`config.mk`:
```
export PLATFORM = sky130hd
export DESIGN_NAME = magnetron_ctrl
export DESIGN_NICKNAME = d
export VERILOG_FILES = /design/src/rtl/magnetron_ctrl.sv
export SDC_FILE = /design/constraint.sdc
export NUM_CORES = 1
export LEC_CHECK = 0
export CAP_MARGIN = 0
export CORE_UTILIZATION = 41
export CTS_CLUSTER_DIAMETER = 150
export CTS_CLUSTER_SIZE = 10
export DETAILED_ROUTE_END_ITERATION = 12
export PLACE_DENSITY = 0.74
export SLEW_MARGIN = 20
export SYNTH_ARGS = -nofsm -noshare
export SYNTH_HDL_FRONTEND = slang
export SYNTH_SLANG_ARGS = --single-unit
```
`constraint.sdc`:
```
create_clock -name clk -period 2.17 [get_ports clk]
set_input_delay 0.434 -clock clk [delete_from_list [all_inputs] [get_ports clk]]
set_output_delay 0.434 -clock clk [all_outputs]
set_load 0.005 [all_outputs]
```
`src/rtl/magnetron_ctrl.sv`:
```
// magnetron_ctrl
//   Sequences a microwave magnetron through IDLE -> HEAT -> DONE. It counts
//   the cook time down on a 1 Hz tick. It drives one-cycle set/reset pulses
//   into a downstream SR latch that actually switches the magnetron.
//
//   Optional feature macro: PAUSE_RESUME_EN
//     defined   : opening the door while heating enters PAUSE and keeps the
//                 remaining time, so a later start resumes the cook.
//     undefined : opening the door while heating aborts the cook to IDLE.
//                 PAUSE can never be reached in this build.
//
// Ports
//   clk        in   system clock, rising edge
//   rst_n      in   asynchronous active-low reset
//   start      in   start / resume request
//   stop       in   cancel request
//   door_open  in   door sensor level, 1 = open
//   tick       in   one-cycle 1 Hz countdown enable
//   time_in    in   [TW] cook time in seconds, loaded when a cook starts
//   set        out  one-cycle pulse: magnetron on
//   reset      out  one-cycle pulse: magnetron off
//   heating    out  high while in HEAT
//   done       out  high while in DONE
//   remaining  out  [TW] seconds left in the cook
module magnetron_ctrl #(
  parameter int TW = 8
) (
  input  logic          clk,
  input  logic          rst_n,
  input  logic          start,
  input  logic          stop,
  input  logic          door_open,
  input  logic          tick,
  input  logic [TW-1:0] time_in,
  output logic          set,
  output logic          reset,
  output logic          heating,
  output logic          done,
  output logic [TW-1:0] remaining
);

  typedef enum logic [1:0] {IDLE, HEAT, PAUSE, DONE} state_t;

  state_t        state;
  state_t        state_nxt;
  logic [TW-1:0] remaining_nxt;
  logic          set_nxt;
  logic          reset_nxt;
  logic          heating_nxt;
  logic          done_nxt;

  // State register. Every output is also registered here, so each output
  // takes its new value on the same edge as the state transition.
  always_ff @(posedge clk or negedge rst_n) begin
    if (!rst_n) begin
      state     <= IDLE;
      remaining <= '0;
      set       <= 1'b0;
      reset     <= 1'b0;
      heating   <= 1'b0;
      done      <= 1'b0;
    end else begin
      state     <= state_nxt;
      remaining <= remaining_nxt;
      set       <= set_nxt;
      reset     <= reset_nxt;
      heating   <= heating_nxt;
      done      <= done_nxt;
    end
  end

  // Next-state logic. Within HEAT, the door has the highest priority, then
  // stop, then tick. A tick that arrives with one second or less left ends
  // the cook, so the count can never wrap below zero.
  always_comb begin
    state_nxt = state;
    case (state)
      IDLE: begin
        if (start && !door_open && (time_in != '0))
          state_nxt = HEAT;
      end
      HEAT: begin
        if (door_open) begin
`ifdef PAUSE_RESUME_EN
          state_nxt = PAUSE;
`else
          state_nxt = IDLE;
`endif
        end else if (stop) begin
          state_nxt = IDLE;
        end else if (tick && (remaining < TW'(2))) begin
          state_nxt = DONE;
        end
      end
      PAUSE: begin
        if (stop)
          state_nxt = IDLE;
        else if (start && !door_open)
          state_nxt = HEAT;
      end
      DONE: begin
        if (start || stop)
          state_nxt = IDLE;
      end
      default: state_nxt = IDLE;
    endcase
  end

  // Output logic, computed from the transition that is about to happen.
  // The pulses are defined purely as edges of the HEAT state: set marks an
  // entry into HEAT and reset marks an exit from it. The two can therefore
  // never coincide. A PAUSE -> IDLE cancel produces no pulse because the
  // magnetron is already off in PAUSE.
  always_comb begin
    set_nxt       = (state_nxt == HEAT) && (state != HEAT);
    reset_nxt     = (state == HEAT) && (state_nxt != HEAT);
    heating_nxt   = (state_nxt == HEAT);
    done_nxt      = (state_nxt == DONE);
    remaining_nxt = remaining;
    if ((state_nxt == IDLE) || (state_nxt == DONE))
      remaining_nxt = '0;
    else if (state == IDLE)
      remaining_nxt = time_in;
    else if ((state == HEAT) && (state_nxt == HEAT) && tick)
      remaining_nxt = remaining - TW'(1);
  end

endmodule
```
=== After elaboration in Yosys (flattened, before gate mapping) ===
Cells that the tools add are included.

* Memories kept: 0
* Logic and storage cells: 40
* Flip-flop bits (word level): 14
* Output and inout bits: 12
* Memory bits (writable): 0
* Latch bits: 0
* Bits of input ports: 14
* Bits in read-only memories: 0

* Multiply operators: 0
* Eq/ne operators: 7
* Div/mod/pow operators: 0
* Shift-type cells: 0
* Add/subtract/negate cells: 1
* Multiplexer cells: 11
* Bitwise operators: 0
* $lt $le $gt $ge: 1
* Reductions and logical operators: 14

{| class="wikitable"
|+ Operators with widths
! operator !! number
|-
| two-way mux 8 bit || 3
|-
| two-way mux 2 bit || 7
|-
| less-than comparator 8 x 2 -> 1 bit (second input constant) || 1
|-
| one-hot mux 2 bit (4 select lines) || 1
|-
| nonzero test 8 bit || 1
|-
| subtractor 8 x 1 -> 8 bit (second input constant) || 1
|-
| logical AND 1 bit || 7
|-
| == test 2 bit (second input constant) || 3
|-
| == test 2 x 1 -> 1 bit (second input constant) || 2
|-
| zero test 2 bit || 2
|-
| != test 2 x 1 -> 1 bit (second input constant) || 2
|-
| nonzero test 3 bit || 1
|-
| logical OR 1 bit || 2
|-
| zero test 1 bit || 1
|}

=== Depth between registers and ports, before layout ===
Gate-level depths: netlist (run 1).

* Depth after elaboration: 12
* Mapped depth: 11
* Gate-level depth less buffers: 9

=== Worst setup path before layout (run 1) ===
OpenSTA, ideal clock, no wires.

* Kind: reg-to-reg
* Start: reg remaining[5]
* End: reg remaining[7]
* Library setup time: 0.118 ns
* Setup slack: -0.204 ns
* Required time: 2.052 ns
* Data arrival time: 2.256 ns
* Cell stages (with the launch flop): 11
* Path through: dfrtp_1 > nor4_4 > and2b_2 > a22oi_2 > or2_1 > ha_1 > clkbuf_1 > nor2_1 > o21ai_0 > a21oi_1 > a21o_1

* Cells in the longest elaborated chain, start to end: 10
* Elaborated cells on any way between the ends: 17

{| class="wikitable"
|+ Ends and longest elaborated chain
! element !! line !! text
|-
| start, declared || 39 || <nowiki>output logic [TW-1:0] remaining</nowiki>
|-
| start signal, assigned || 64 || <nowiki>remaining <= remaining_nxt;</nowiki>
|-
| less-than comparator 8 x 2 -> 1 bit || 91 || <nowiki>end else if (tick && (remaining < TW'(2))) begin</nowiki>
|-
| logical AND 1 bit || 91 ||
|-
| two-way mux 2 bit || 91 ||
|-
| two-way mux 2 bit || 89 || <nowiki>end else if (stop) begin</nowiki>
|-
| two-way mux 2 bit || 83 || <nowiki>if (door_open) begin</nowiki>
|-
| one-hot mux 2 bit (4 select lines) || 77 || <nowiki>case (state)</nowiki>
|-
| == test 2 x 1 -> 1 bit || 124 || <nowiki>else if ((state == HEAT) && (state_nxt == HEAT) && tick)</nowiki>
|-
| logical AND 1 bit (2 in series) || 124 ||
|-
| nonzero test 3 bit (no line) || n/a ||
|}

Several ways; a longest one is shown, not always the timed one. The select of a mux whose other input is x is not followed.
A chain may end at the register's enable or synchronous reset.

=== Worst setup path after layout (run 1) ===
* Start: reg remaining[2]
* End: reg remaining[2]

* Cells in the longest elaborated chain, start to end: 10
* Elaborated cells on any way between the ends: 17

{| class="wikitable"
|+ Ends and longest elaborated chain
! element !! line !! text
|-
| less-than comparator 8 x 2 -> 1 bit || 91 ||
|-
| logical AND 1 bit || 91 ||
|-
| two-way mux 2 bit || 91 ||
|-
| two-way mux 2 bit || 89 ||
|-
| two-way mux 2 bit || 83 ||
|-
| one-hot mux 2 bit (4 select lines) || 77 ||
|-
| == test 2 x 1 -> 1 bit || n/a ||
|-
| via heating_nxt || 49 || <nowiki>logic heating_nxt;</nowiki>
|-
| logical AND 1 bit (2 in series) || 124 ||
|-
| nonzero test 3 bit (no line) || n/a ||
|}

The timed path passes the listed nets, and every way through them passes these cells. The select of a mux whose other input is x is not followed.

==> results of run 1 <==
-- per-stage QoR --
stage               instances  power [mW]
finish                    169       0.886
global route              169       0.944
CTS                       168       0.863
detailed placement        161       0.641
global placement          161       0.632
floorplan                  96       0.480
-- kinds of logic (layout without fill, tap and decap cells) --
family                     Yosys count  count (layout)  synth area share
AOI/OAI and AO/OA                   32              33             0.247
adders and majority gates            3               3            0.0418
buffers and inverters                8              53            0.0446
DFF                                 14              14             0.390
muxes                                2               2            0.0237
and+or+nand+nor                     37              37             0.254
-- final cells by class --
class	instances	area (sq um)
clock buffer	4	36.3
fill	145	588
inverter	4	15.0
multi-input combinational	75	578
sequential	14	353
tap	27	33.8
timing repair buffer	45	398
-- timing repair --
action / in CTS / in global routing
resized for setup: 10 / 7
pin swaps: 8 / 11
buffers inserted: 2 / 1
setup endpoints to repair: 8 / 8
gates cloned: 1 / 0
-- critical path, delay by kind of cell, from the launching register on --
kind | cells | cell delay [ns]
adder cells (fa/ha/maj) | 1 | 0.18
flip-flops | 1 | 0.44
AND/OR/NAND/NOR | 3 | 0.78
AO/OA/AOI/OAI | 5 | 0.72
-- routing by layer --
layer  GRT usage  up-vias  wire length (um)
met5           0        -                 0
met4       0.181        0                84
met3      0.0405        9                59
met2       0.382       26              1310
met1       0.296      442              1200
li1            -      446                 -
-- where the power goes --
group	leakage, nW	switching, mW	internal (mW)	total, mW
clock network	0.0210	0.0952	0.102	0.198
logic	0.376	0.172	0.204	0.376
registers	0.186	0.0269	0.286	0.313
-- path summary, 6_finish.rpt --
kind | cells after the start | start | to
max in group asynchronous | 1 | rst_n | remaining[5]$_DFFE_PN0P_
worst min-delay path | 1 | rst_n | remaining[3]$_DFFE_PN0P_
min in group clk | 2 | remaining[6]$_DFFE_PN0P_ | remaining[6]$_DFFE_PN0P_
worst min register to register | 2 | remaining[6]$_DFFE_PN0P_ | remaining[6]$_DFFE_PN0P_
worst max-delay path | 9 | remaining[2]$_DFFE_PN0P_ | remaining[2]$_DFFE_PN0P_
worst max register to register | 9 | remaining[2]$_DFFE_PN0P_ | remaining[2]$_DFFE_PN0P_
-- cells in the final DEF, fill, tap and decap left out, drive strengths merged, types with 3 or more instances in the layout --
| cell | count |
|---|---|
| nand2 | 7 |
| buf | 20 |
| clkbuf | 4 |
| a21oi | 7 |
| clkdlybuf4s50 | 23 |
| o21ai | 12 |
| nor3 | 5 |
| inv | 4 |
| dfrtp | 14 |
| a22oi | 5 |
| nor2b | 3 |
| ha | 3 |
| nor4 | 4 |
| nor2 | 9 |
-- state kept, by name, indices dropped and copies added (netlist names) --
name and flops:
remaining 8, state 2, done 1, heating 1, reset 1, set 1
==> results.ini, run 1 <==
[run_status]
outcome=complete, but fails checks
violations=setup timing

[sta]
fmax_mhz=452
skew_ns=0.00693
setup_tns_ns=-0.132
rsz0062_at_grt=true
period_share=1.02
whs_ns=0.522
maxSlewViolCount=0
relSlewSlack=0.578
period_minus_slack_ns=2.21
setup_viol=4
setup_slack_ns=-0.0434
hold_viol=0
worst_slew_pin_slew_ns=0.630

[clocking]
clkSinkCount=14
hold_buffers=0
numCtsBuffers=3
htreeDepth=1
cts-root-buf=clkbuf_4
path_clk_slew_ns=0.09
clk_latency_ns=0.29
cts_tree=done
clock_path_buffers=2

[synth]
synth_ff_type=dfrtp_1
yosysMostFrequentCell=dfrtp_1
synthTopCellsByCount=dfrtp_1, o21ai_0, nor2_1
synth-edff-count=0
ys_types=38
yosys_warnings=0
yosysTopAreaCell=dfrtp_1
yosys_register_bits=14
synthArstFlopShare=1.00
netlist.area_leader.share=0.390
avgSynthCellArea_sq_um=9.36
syn-cell-area_sq_um=898
yosys-top-cells-area=dfrtp_1, o21ai_0, ha_1, a22oi_1, nor2_1
seq_area_frac_synth=0.390
syn_nets=113
synthCells=96

[global_routing]
grt-ovfl-total=0
first_global_vias=956
grt_pass1_wl_um=4270
grt_max_degree=17
antenna_found_initial=0
groute.usage.overall=0.242

[run]
max_cap_violations=0

[die]
core_area_sq_um=2000
row_count=16
start_util=0.449
io_pins=26
die_w_um=48.8
die-area_sq_um=2380
dieHeight_um=48.8

[power_and_ir_drop]
ir_drop_v=0.000388
power_density_nw_per_um2=627
leakage_nw=0.582

[layout]
area_growth_pct=57.4
fin_nets=160
layout-drive-gt1-share=0.324
postLayoutCoreUtil=0.706
final_area_sq_um=1410
diodes=0

[route]
vias=923
first_pass_iters=4
drt-initial-drc-count=37
routed_via_density=5.46
drt_wl_total_um=2650
ant_nets=0
wl_per_cell_um=15.7
drc=0

[critical_path]
cp_max_fo=5
crit_required_ns=2.36
rrSetupSlack_ns=-0.04
crit_arrival_ns=2.41
worst-setup-path-type=flop to flop
cpPeakStageDelay_ns=0.44
cp-start-kind=flop
slowest_stage=dfrtp_2
endpoint_kind=flop
cp_cell_sequence=nor4_4 -> and2b_2 -> a22oi_2 -> or2_1 -> ha_4 -> a21bo_4 -> a21oi_4 -> o21ai_1 -> o31ai_1

[placed_design]
dp_hpwl_um=1830
post-place-ws_ns=-0.403
io_buffer_count=25
gp_congestion=0.897
postPlaceCellArea_sq_um=1300

[min_path]
hold_class=primary input to async pin

Note: power is estimated with default switching activity, not from simulation.
==> inputs of run 2 (changes only) <==
--- a/config.mk
+++ b/config.mk
@@ -5,12 +5,13 @@
 export SDC_FILE = /design/constraint.sdc
 export NUM_CORES = 1
 export LEC_CHECK = 0
+export ABC_AREA = 1
 export CAP_MARGIN = 0
-export CORE_UTILIZATION = 41
+export CORE_UTILIZATION = 42
 export CTS_CLUSTER_DIAMETER = 150
 export CTS_CLUSTER_SIZE = 10
 export DETAILED_ROUTE_END_ITERATION = 12
-export PLACE_DENSITY = 0.74
+export PLACE_DENSITY = 0.76
 export SLEW_MARGIN = 20
 export SYNTH_ARGS = -nofsm -noshare
 export SYNTH_HDL_FRONTEND = slang
==> run 2 against run 1 <==
Effect of this change: the run now ends clean; clock skew down 0.0044 ns; count of clock-buffer cells in the layout did not move; critical path depth grew 4; area after synthesis up 1.4%; routed wire length shrank 15%; flip-flop and latch count unchanged; utilization decreased by 5.0 points; setup slack better by 0.20 ns; register-to-register slack gained 0.27 ns; via count is 4.0% higher; global-route usage fell by 3.2 points; combinational power decreased by 16%; critical endpoint is now remaining[7]$_DFFE_PN0P_; largest cell class unchanged.
==> results.ini, run 2 <==
[synth]
yosys-top-cells-area=dfrtp_1, nand2_1, nor2_1, nand3_1, inv_1
synthCells=129
synthTopCellsByCount=nand2_1, nor2_1, inv_1
yosysMostFrequentCell=nand2_1
ys_types=21
avgSynthCellArea_sq_um=7.06
yosysTopAreaCell=dfrtp_1
seq_area_frac_synth=0.385
yosys_register_bits=14
yosys_warnings=0
synth-edff-count=0
syn-cell-area_sq_um=911
synth_ff_type=dfrtp_1
syn_nets=146
netlist.area_leader.share=0.385
synthArstFlopShare=1.00

[route]
drt-initial-drc-count=28
ant_nets=0
drt_wl_total_um=2260
vias=960
wl_per_cell_um=11.7
routed_via_density=4.95
first_pass_iters=4
drc=0

[critical_path]
cp_max_fo=7
path_common_cell=nor2_1
crit_required_ns=2.36
reg2regPathDepth=12
cpPeakStageDelay_ns=0.51
r2r_start=state[1]$_DFF_PN0_
crit_family=simple AND/OR/NAND/NOR gates
path_buf_inv=1
rrSetupSlack_ns=0.23
regToRegEndpoint=remaining[2]$_DFFE_PN0P_
worst-setup-path-type=primary input to flop
slowest_stage=clkdlybuf4s50_1
crit_arrival_ns=2.20
endpoint_kind=flop
cp-start-kind=primary input
cp_cell_sequence=clkdlybuf4s50_1 -> nor2_1 -> a21oi_1 -> nor2_1 -> nor2_1 -> nand2_1 -> ha_4 -> nor2_1 -> nand2_2 -> nand2_2 -> nor2_1 -> nand2_1 -> nand2_1

[placed_design]
placedCellCount=190
dp_hpwl_um=1770
gp_congestion=0.973
postPlaceCellArea_sq_um=1260
io_buffer_count=25

[sta]
maxSlewViolCount=0
whs_ns=0.533
period_share=0.928
hold_viol=0
fmax_mhz=497
rsz0062_at_grt=false
setup_viol=0
relSlewSlack=0.571
worst_slew_pin_slew_ns=0.642
skew_ns=0.00249
period_minus_slack_ns=2.01

[clocking]
numCtsBuffers=3
cts_tree=done
clkSinkCount=14
htreeDepth=1
clock_path_buffers=2
post_cts_buffers=0
path_clk_slew_ns=0.09
clk_latency_ns=0.29
cts-root-buf=clkbuf_4

[die]
die_w_um=48.6
row_count=16
dieHeight_um=48.6
start_util=0.455
io_pins=26
die-area_sq_um=2360
core_area_sq_um=2000

[power_and_ir_drop]
p_total_mw=0.830
ir_drop_v=0.000469
leakage_nw=0.668
power_density_nw_per_um2=631

[min_path]
hold_class=primary input to async pin

[layout]
layout-drive-gt1-share=0.156
area_growth_pct=44.2
diodes=0
fillers=177
final_cell_mix=nand2_1, clkdlybuf4s50_1, nor2_1
postLayoutCoreUtil=0.656
final_cells=194
fin_nets=185
final_common_cell=nand2_1
top_regs=remaining: 8 flops, state: 2 flops
largest_register_ffs=8
top_register=remaining
final_area_sq_um=1310

[global_routing]
antenna_found_initial=0
groute.usage.overall=0.210
grt_pass1_wl_um=3730
grt-ovfl-total=0
first_global_vias=884
grt_max_degree=15

[run_status]
outcome=complete, no violations

[run]
max_cap_violations=0

==> run 2: changes by cell type after synthesis, moves of 4 or more <==
cell     change
a22oi_1      -4
inv_1       +12
nand2_1     +23
nand3_1     +13
nor2_1      +17
nor3_1       -5
==> run 2: report_power, final <==
part / internal, mW / switching, mW / total, mW
Clock: 0.102 / 0.0948 / 0.197
Sequential: 0.287 / 0.0285 / 0.316
Combinational: 0.155 / 0.162 / 0.317
Total: 0.545 / 0.285 / 0.830
==> run 2: cell families (layout without fill, tap and decap cells) <==
logic type	Yosys count	in the layout	share of synthesized area
simple gates	78	78	0.380
buf+inv	18	56	0.0824
compound gates	15	15	0.102
flops	14	14	0.385
fa+ha+maj	3	3	0.0412
xor+xnor	1	1	0.00962
==> run 2: worst max path at each step <==
stage,start,end,cells after the start
after global routing,start,remaining[7]$_DFFE_PN0P_,13
after detailed placement,door_open,remaining[5]$_DFFE_PN0P_,13
after floorplan,state[1]$_DFF_PN0_,remaining[5]$_DFFE_PN0P_,14
final,door_open,remaining[7]$_DFFE_PN0P_,13
after CTS,remaining[3]$_DFFE_PN0P_,remaining[5]$_DFFE_PN0P_,12
after global placement,door_open,remaining[5]$_DFFE_PN0P_,13
==> run 2: cell type report <==
cell class,count,area [sq um],share of cell area
Clock buffer,4,36.3,0.0276
Inverter,17,63.8,0.0486
Multi-Input combinational cell,97,504,0.384
Sequential cell,14,350,0.267
Tap cell,27,33.8,0.0257
Timing Repair Buffer,35,325,0.248
==> run 2: metrics by stage <==
step | setup TNS [ns] | setup slack, ns
6_report | 0 | 0.157
5_1_grt | 0 | 0.0379
4_1_cts | 0 | 0.123
3_5_place_dp | -0.978 | -0.172
3_3_place_gp | -0.599 | -0.114
2_1_floorplan | 0 | 0.347
==> run 2: layer usage <==
| metal | track usage | vias to the layer above | share of wire |
|---|---|---|---|
| met3 | 0.0346 | 5 | 0.050 |
| li1 | - | 487 | - |
| met2 | 0.350 | 26 | 0.47 |
| met1 | 0.261 | 442 | 0.46 |
| met5 | 0 | - | 0 |
| met4 | 0.108 | 0 | 0.017 |
==> run 2: what timing repair did <==
item | CTS | global route
hold buffers | 0 | 0
endpoints found under the setup margin | 0 | 5
resized for setup | 0 | 4
==> inputs of run 3 (changes only) <==
--- a/config.mk
+++ b/config.mk
@@ -11,6 +11,7 @@
 export CTS_CLUSTER_DIAMETER = 150
 export CTS_CLUSTER_SIZE = 10
 export DETAILED_ROUTE_END_ITERATION = 12
+export GPL_TIMING_DRIVEN = 0
 export PLACE_DENSITY = 0.76
 export SLEW_MARGIN = 20
 export SYNTH_ARGS = -nofsm -noshare
==> constraint.sdc (replaced) <==
create_clock -name clk -period 2.17 [get_ports clk]
set_input_delay 0.434 -clock clk [delete_from_list [all_inputs] [get_ports clk]]
set_output_delay 0.434 -clock clk [all_outputs]
set_load 0.01 [all_outputs]
==> run 3 against run 2 <==
Effect of this change: critical path depth is 3 lower; combinational power hardly changed; maximum frequency is 1.7% lower; global-route usage is 1.0 points lower; cell count is 3.6% lower; first-iteration DRC count is 61% higher; setup slack worse by 0.035 ns; count of clock-buffer cells in the layout stayed put; power is 0.28% lower; critical endpoint is now remaining[2]$_DFFE_PN0P_.
==> results.ini, run 3 (synthesis gave the netlist of run 2 again) <==
[run_status]
outcome=complete, no violations

[layout]
final_cell_mix=nand2_1, clkdlybuf4s50_1, nor2_1
layout-drive-gt1-share=0.113
diodes=0
seqCellArea_sq_um=350
final_cells=187
final_common_cell=nand2_1
area_growth_pct=39.3
fin_nets=178
top_regs=remaining: 8 flops, state: 2 flops
fillers=173
largest_register_ffs=8
multi_input_area_sq_um=508
top_register=remaining
postLayoutCoreUtil=0.634

[sta]
period_share=0.944
hold_viol=0
worst_slew_pin_slew_ns=0.641
maxSlewViolCount=0
relSlewSlack=0.571
setup_viol=0
period_minus_slack_ns=2.05
skew_ns=0.00819
fmax_mhz=488

[route]
first_pass_iters=4
vias=948
drc=0
wl_per_cell_um=11.7
drt_wl_total_um=2180
drt-initial-drc-count=45
ant_nets=0
routed_via_density=5.07

[clocking]
cts-root-buf=clkbuf_4
clk_latency_ns=0.29
clock_path_buffers=2
clkSinkCount=14
htreeDepth=1
numCtsBuffers=3
cts_tree=done
path_clk_slew_ns=0.09

[global_routing]
grt-ovfl-total=0
groute.usage.overall=0.200
first_global_vias=851
antenna_found_initial=0
grt_max_degree=15
grt_pass1_wl_um=3620

[critical_path]
worst-setup-path-type=primary input to flop
cp_max_fo=5
slowest_stage=clkdlybuf4s50_1
cp-start-kind=primary input
cp_cell_sequence=clkdlybuf4s50_1 -> inv_1 -> o21ai_0 -> nand2_1 -> a21oi_1 -> ha_4 -> nor2_2 -> nand2_4 -> buf_4 -> o22ai_1
cpPeakStageDelay_ns=0.48
crit_family=buffers and inverters
crit_arrival_ns=2.25
endpoint_kind=flop
crit_required_ns=2.37
path_buf_inv=3

[die]
dieHeight_um=48.6
start_util=0.455
die-area_sq_um=2360
core_area_sq_um=2000
io_pins=26
die_w_um=48.6
row_count=16

[power_and_ir_drop]
ir_drop_v=0.000427
leakage_nw=0.633
p_total_mw=0.827
power_density_nw_per_um2=652

[placed_design]
placedCellCount=181
io_buffer_count=25
gp_congestion=0.877
dp_hpwl_um=1650

[run]
max_cap_violations=0

[min_path]
hold_class=primary input to async pin

## run 3: stage by stage
stage / setup TNS [ns] / cell area (sq um) / worst slack [ns] / hold WS (ns)
final: 0 / 1270 / 0.122 / 0.535
after global routing: -0.000574 / 1270 / -0.000574 / 0.574
after CTS: 0 / 1230 / 0.0707 / 0.538
after detailed placement: -1.29 / 1190 / -0.229 / 0.517
after global placement: -1.23 / 1190 / -0.229 / 0.515
after floorplan: 0 / 911 / 0.322 / 0.138
## run 3: layout make-up
| type | count | share of cell area |
|---|---|---|
| Clock buffer | 4 | 0.0286 |
| Timing Repair Buffer | 27 | 0.209 |
| Multi-Input combinational cell | 97 | 0.400 |
| Inverter | 17 | 0.0503 |
| Tap cell | 27 | 0.0266 |
| Buffer | 1 | 0.00888 |
| Sequential cell | 14 | 0.276 |
## run 3: path summary, 6_finish.rpt
check | start | end | slack, ns | cells after the start
setup reg to reg | remaining[3]$_DFFE_PN0P_ | remaining[2]$_DFFE_PN0P_ | 0.13 | 10
hold / removal | rst_n | remaining[4]$_DFFE_PN0P_ | 0.54 | 1
setup / recovery | start | remaining[2]$_DFFE_PN0P_ | 0.12 | 10
max in group asynchronous | rst_n | done$_DFF_PN0_ | 1.22 | 1
min in group clk | remaining[7]$_DFFE_PN0P_ | remaining[7]$_DFFE_PN0P_ | 0.54 | 2
hold reg to reg | remaining[7]$_DFFE_PN0P_ | remaining[7]$_DFFE_PN0P_ | 0.54 | 2
## run 3: where the power goes
part / internal, mW / switching, mW
combinational: 0.149 / 0.168
clock: 0.102 / 0.0912
sequential: 0.287 / 0.0294
total: 0.539 / 0.288
## run 3: layer usage
layer / vias to the layer above / track usage / share of wire
met3: 4 / 0.0409 / 0.044
met1: 443 / 0.261 / 0.46
met5: - / 0 / 0
met2: 25 / 0.319 / 0.48
li1: 476 / - / -
met4: 0 / 0.0882 / 0.014
## run 3: worst reg2reg max path, stage by stage (launching register included)
cell and delay (ns):
dfrtp_1 0.45, nor2_1 0.28, nand2_1 0.08, nand3b_1 0.15, nand2_1 0.08, a21oi_1 0.10
ha_4 0.25, nor2_2 0.16, nand2_4 0.09, buf_4 0.14, o22ai_1 0.17
## run 3: timing repair
| item | CTS | global route |
|---|---|---|
| hold buffers | 0 | 0 |
| buffers inserted | 0 | 2 |
| endpoints found under the setup margin | 0 | 4 |
| gates resized for setup | 0 | 5 |
